[config.mk]
export PLATFORM = sky130hd
export DESIGN_NAME = exe_div_unit
export DESIGN_NICKNAME = d
export VERILOG_FILES = /design/src/rtl/exe_div_unit.sv
export SDC_FILE = /design/constraint.sdc
export NUM_CORES = 1
export LEC_CHECK = 0
export BUFFER_PORTS_ARGS = -buffer_cell sky130_fd_sc_hd__clkbuf_2
export CELL_PAD_IN_SITES_DETAIL_PLACEMENT = 0
export CELL_PAD_IN_SITES_GLOBAL_PLACEMENT = 1
export CORE_MARGIN = 5
export CORE_UTILIZATION = 48
export CTS_CLUSTER_SIZE = 28
export DETAILED_ROUTE_END_ITERATION = 8
export PLACE_DENSITY_LB_ADDON = 0.1
export SKIP_CTS_REPAIR_TIMING = 1
export SLEW_MARGIN = 30
export SYNTH_ARGS = -nofsm -noshare
export SYNTH_HDL_FRONTEND = slang
export SYNTH_SLANG_ARGS = --single-unit
[constraint.sdc]
create_clock -name CLK -period 14.5 [get_ports CLK]
set_clock_uncertainty 0.2 [all_clocks]
set_input_delay 2.175 -clock CLK [delete_from_list [all_inputs] [get_ports CLK]]
set_output_delay 2.175 -clock CLK [all_outputs]
set_load 0.03 [all_outputs]
[src/rtl/exe_div_unit.sv]
// Iterative radix-2 restoring divider for RISC-V DIV/DIVU/REM/REMU and W variants.
// Holds the RR/EXE latch via STALL while iterating; emits a one-cycle RESULT_VALID.
module exe_div_unit #(
  parameter int DATA_WIDTH = 64
) (
  input  logic                  CLK,
  input  logic                  RST,
  input  logic                  FLUSH,
  input  logic                  REQ_VALID,
  input  logic [1:0]            OP,
  input  logic                  OP_W,
  input  logic [DATA_WIDTH-1:0] SRC1,
  input  logic [DATA_WIDTH-1:0] SRC2,
  output logic                  STALL,
  output logic                  RESULT_VALID,
  output logic [DATA_WIDTH-1:0] RESULT
);
  localparam int DW = DATA_WIDTH;
  localparam int HW = DATA_WIDTH / 2;
  localparam int CW = $clog2(DATA_WIDTH);
  localparam logic [CW-1:0] LAST_D = CW'(DW - 1);
  localparam logic [CW-1:0] LAST_W = CW'(HW - 1);
  localparam logic [DW-1:0] MIN_D  = {1'b1, {(DW-1){1'b0}}};
  localparam logic [DW-1:0] MIN_W  = {{(HW+1){1'b1}}, {(HW-1){1'b0}}};

  typedef enum logic [1:0] {IDLE, CALC, DONE} state_e;

  state_e          state_q, state_d;
  logic [CW-1:0]   cnt_q, cnt_d;
  logic [DW-1:0]   rem_q, rem_d, quot_q, quot_d, dvs_q, dvs_d, res_q, res_d;
  logic [1:0]      op_q, op_d;
  logic            w_q, w_d, sgq_q, sgq_d, sgr_q, sgr_d, vld_q, vld_d;

  logic [DW-1:0]   ext1, ext2, abs1, abs2, spec_raw, rem_n, quot_n, fin_raw, fin;
  logic            sgn, s1, s2, div0, ovf, ge, fin_neg;
  logic [DW:0]     sh, diff;

  // W results always sign-extend bit HW-1, even for the unsigned ops
  function automatic logic [DW-1:0] wfix(input logic [DW-1:0] x, input logic w);
    return w ? {{HW{x[HW-1]}}, x[HW-1:0]} : x;
  endfunction

  always_comb begin
    sgn  = ~OP[0];
    ext1 = OP_W ? (OP[0] ? {{HW{1'b0}}, SRC1[HW-1:0]} : {{HW{SRC1[HW-1]}}, SRC1[HW-1:0]}) : SRC1;
    ext2 = OP_W ? (OP[0] ? {{HW{1'b0}}, SRC2[HW-1:0]} : {{HW{SRC2[HW-1]}}, SRC2[HW-1:0]}) : SRC2;
    s1   = sgn & ext1[DW-1];
    s2   = sgn & ext2[DW-1];
    abs1 = s1 ? -ext1 : ext1;
    abs2 = s2 ? -ext2 : ext2;
    div0 = (ext2 == '0);
    ovf  = sgn && (ext1 == (OP_W ? MIN_W : MIN_D)) && (ext2 == '1);
    if (div0) spec_raw = OP[1] ? ext1 : '1;
    else      spec_raw = OP[1] ? '0   : ext1;

    sh      = {rem_q, quot_q[DW-1]};
    diff    = sh - {1'b0, dvs_q};
    ge      = ~diff[DW];
    rem_n   = ge ? diff[DW-1:0] : sh[DW-1:0];
    quot_n  = {quot_q[DW-2:0], ge};
    fin_raw = op_q[1] ? rem_n : quot_n;
    fin_neg = ~op_q[0] & (op_q[1] ? sgr_q : sgq_q);
    fin     = fin_neg ? -fin_raw : fin_raw;
  end

  always_comb begin
    state_d = state_q;
    cnt_d   = cnt_q;
    rem_d   = rem_q;
    quot_d  = quot_q;
    dvs_d   = dvs_q;
    res_d   = res_q;
    op_d    = op_q;
    w_d     = w_q;
    sgq_d   = sgq_q;
    sgr_d   = sgr_q;
    vld_d   = 1'b0;
    case (state_q)
      IDLE: if (REQ_VALID && !FLUSH) begin
        op_d  = OP;
        w_d   = OP_W;
        sgq_d = s1 ^ s2;
        sgr_d = s1;
        dvs_d = abs2;
        rem_d = '0;
        // W dividend sits in the upper half so HW shifts consume it
        quot_d = OP_W ? {abs1[HW-1:0], {HW{1'b0}}} : abs1;
        cnt_d  = '0;
        if (div0 || ovf) begin
          res_d   = wfix(spec_raw, OP_W);
          vld_d   = 1'b1;
          state_d = DONE;
        end else begin
          state_d = CALC;
        end
      end
      CALC: begin
        rem_d  = rem_n;
        quot_d = quot_n;
        cnt_d  = cnt_q + 1'b1;
        if (cnt_q == (w_q ? LAST_W : LAST_D)) begin
          res_d   = wfix(fin, w_q);
          vld_d   = 1'b1;
          cnt_d   = '0;
          state_d = DONE;
        end
      end
      default: state_d = IDLE;
    endcase
    if (FLUSH) begin
      state_d = IDLE;
      cnt_d   = '0;
      vld_d   = 1'b0;
      res_d   = res_q;
    end
  end

  always_ff @(posedge CLK) begin
    if (!RST) begin
      state_q <= IDLE;
      cnt_q   <= '0;
      res_q   <= '0;
      vld_q   <= 1'b0;
      rem_q   <= '0;
      quot_q  <= '0;
      dvs_q   <= '0;
      op_q    <= '0;
      w_q     <= 1'b0;
      sgq_q   <= 1'b0;
      sgr_q   <= 1'b0;
    end else begin
      state_q <= state_d;
      cnt_q   <= cnt_d;
      res_q   <= res_d;
      vld_q   <= vld_d;
      rem_q   <= rem_d;
      quot_q  <= quot_d;
      dvs_q   <= dvs_d;
      op_q    <= op_d;
      w_q     <= w_d;
      sgq_q   <= sgq_d;
      sgr_q   <= sgr_d;
    end
  end

  assign STALL        = RST && !FLUSH && ((state_q == IDLE && REQ_VALID) || state_q == CALC);
  assign RESULT_VALID = vld_q;
  assign RESULT       = res_q;
endmodule

==> metrics.md <==
| Metric | Value |
|---|---|
| Net Count, Synth | 3,579 |
| Met2 usage | 58.63% |
| Drt first pass iters | 8 |
| Synthesis Warnings | 0 |
| Core outline area | 49,050 um2 |
| Post-DP HPWL | 81.46 mm |
| Crit start category | register |
| Peak VDD IR | 0.2171 mV |
| R2R Setup Slk | 7320 ps |
| Row cnt | 81 |
| Met3 usage | 9.590% |
| Root Driver | clkbuf_16 |
| Number of flops mapped to enable cells by yosys | 0 |
| Status | complete, no violations |
| Total Neg Setup Slack | 0 ps |
| Cells along the critical path | inv_1, ha_1, fa_1, nand2b_1, a21oi_2, o31a_2, a21oi_4, o31ai_4, a211oi_4, buf_4, nor2_4, buf_4, a31o_2, ha_1, o211a_1, nand4b_1, nor4_1, nand4_1, o31ai_1, mux2i_1, a31oi_1 |
| CTS tree | built |
| Slew @ Worst Pin | 1025 ps |
| Max stage delay cell, worst path | nor4_1 |
| Fin. max-slew vios | 0 |
| Die Wd | 233.1 um |
| Clock latency on the worst-skew pair | 580 ps |
| Largest buffer count on any clock path | 3 |
| Synth-to-layout area growth | 9.951% |
| DRC | 0 |
| Critical path class | register to register |
| CP endpoint kind | register |
| Avg WL per Cell | 26.08 um |
| Clock transition at path regs | 60 ps |
| Asr flop ratio synth | 0% |
| Synth unique cells | 105 |
| Finished Layout Cells | 4,079 |
| Worst min path class | register to register |
| Met1 usage in global routing | 49.12% |
| Post-layout minimum cycle time | 7175 ps |
| Congestion Overflow GR | 0 |
| Fin crit share | 49.49% |
| Initial antenna violation count | 6 |
| Port Buffers | 200 |
| Setup violators final | 0 |
| Endpoints failing hold | 0 |
| H-tree levels | 2 |
| Post-Syn Area | 23,890 um2 |
| Avg Cell Area, Syn | 7.080 um2 |
| Cell total after placement | 4,013 |
| Gr usage total | 37.27% |
| Gate Count Post-Synth | 3,374 |
| Flops & latches, synth | 270 |
| Ys flop type | dfxtp_1 |
| Share of cells above drive strength 1 | 11.06% |
| Sequential share of the synthesized area | 22.63% |
| NumNets Final | 3,591 |
| First-pass GRT wire length | 156.1 mm |
| Headroom to the max-slew limit | 31.70% |
| Slowest stage delay, CP | 780 ps |
| Post-synth top area share | 22.63% |
| Leakage power | 10.69 nW |
| Largest cells by area after synthesis | dfxtp_1 (23%), o21ai_0 (6.8%), nand2_1 (6.7%) |
| DRT antenna net count | 0 |
| GRT Max-Usage Layer | met2 |
| Pwr/cell area | 253.9 nW/um2 |
| Die area | 54,330 um2 |
| Largest net degree at the start of global routing | 109 |
| Arr. time, crit path | 7380 ps |
| DR vias/cell | 6.559 |
| DR vias | 26,760 |
| Commonest cells after routing, fill and taps aside | nand2_1 (426), o21ai_0 (322), dfxtp_1 (269) |
| Maxcap violations | 0 |
| Leading cell type in the layout, fill and taps excluded | nand2_1 |
| Num Clock Sinks | 270 |
| Die height | 233.1 um |
| Worst path required time | 14,710 ps |
| GPL Wtd Cong | 1.031 |
| Wirelength, routed | 106.4 mm |
| CP bufs+invs | 3 |
| Crit-path leading delay family | simple AND/OR/NAND/NOR gates |
| RSZ-0062 raised after global routing | false |
| Worst-path fanout max | 34 |
| Highest clock rate | 0.1394 GHz |
| Initial Utilization | 48.70% |
| I/O pins | 201 |
| DRT iter0 DRCs | 3,192 |
| Total CTS buffers | 34 |
| Number of global-route vias before repair | 24,630 |
| Largest area contributor in the netlist | dfxtp_1 |
-- worst min-delay path, cell delays in order, from the launching register on --
cell	delay, ps
dfxtp_1	310
nand2_1	50
o22ai_1	60
-- through the flow --
| step | power [mW] | setup slack [ps] | hold WS, ps | instance area [um2] | utilization, % |
|---|---|---|---|---|---|
| after floorplan | 4.106 | 8475 | 247.2 | 23890 | - |
| after global placement | 5.494 | 6873 | 255.1 | 24970 | 50.90 |
| after detailed placement | 5.538 | 6882 | 266.7 | 24970 | 50.91 |
| after CTS | 6.533 | 7426 | 277.2 | 26230 | 53.48 |
| after global routing | 7.000 | 7001 | 296.2 | 26250 | 53.52 |
| final | 6.670 | 7325 | 277.6 | 26270 | 53.55 |
-- power breakdown --
| part | total (mW) | leakage (nW) | switching [mW] | internal (mW) |
|---|---|---|---|---|
| registers | 0.931 | 2.19 | 0.106 | 0.825 |
| logic | 4.76 | 7.88 | 3.25 | 1.51 |
| clock network | 0.979 | 0.616 | 0.363 | 0.616 |
-- path summary, 6_finish.rpt --
| check | from | endpoint | cells after the start |
|---|---|---|---|
| setup / recovery | quot_q[63] | RESULT[56] | 21 |
| hold / removal | RESULT[23] | RESULT[23] | 2 |
| setup reg to reg | quot_q[63] | RESULT[56] | 21 |
| hold reg to reg | RESULT[23] | RESULT[23] | 2 |
-- routing by layer --
metal,share of wire [%],up-vias,wire length (um)
met5,0.023,-,24
met4,4.5,4,4794
met3,9.9,258,10530
met2,45,1405,47430
met1,41,12880,43610
li1,-,12210,-
-- Yosys cell counts (50+ instances only) --
cell / instances
nand3_1: 50
a21oi_1: 258
a31oi_1: 61
nand4_1: 55
nor3_1: 63
nor2_1: 255
ha_1: 69
and2_1: 100
dfxtp_1: 270
nor2b_1: 73
clkbuf_1: 192
nand2_1: 426
xnor2_1: 134
o21ai_0: 323
inv_1: 110
xor2_1: 90
o211ai_1: 81
-- final cells by class --
class,instances,area (um2)
clock buffers,47,980.9
clock inverters,12,282.8
fillers,5007,22790
diodes,6,15.01
well taps,664,830.8
inverters,111,416.7
flip-flops and latches,270,5409
multi-input cells,2735,17070
repair buffers,234,1260
-- sequential cells by signal (all words and copies together) (netlist names), 2 cells and up --
signal / flops
RESULT: 64
dvs_q: 64
quot_q: 64
rem_q: 64
cnt_q: 6
op_q: 2
state_q: 2
-- cell families (layout without fill, tap and decap cells) --
logic type                 Yosys count  in the layout  synth area share, %
AOI/OAI and AO/OA                 1140           1140                31.00
buffers and inverters              369            404                6.248
DFF                                270            270                22.63
other                                0              6                    0
and+or+nand+nor                   1241           1241                25.68
adders and majority gates           95             95                4.745
muxes                               35             35                1.487
xor gates and xnor gates           224            224                8.212
(Power assumes the default switching activity.)
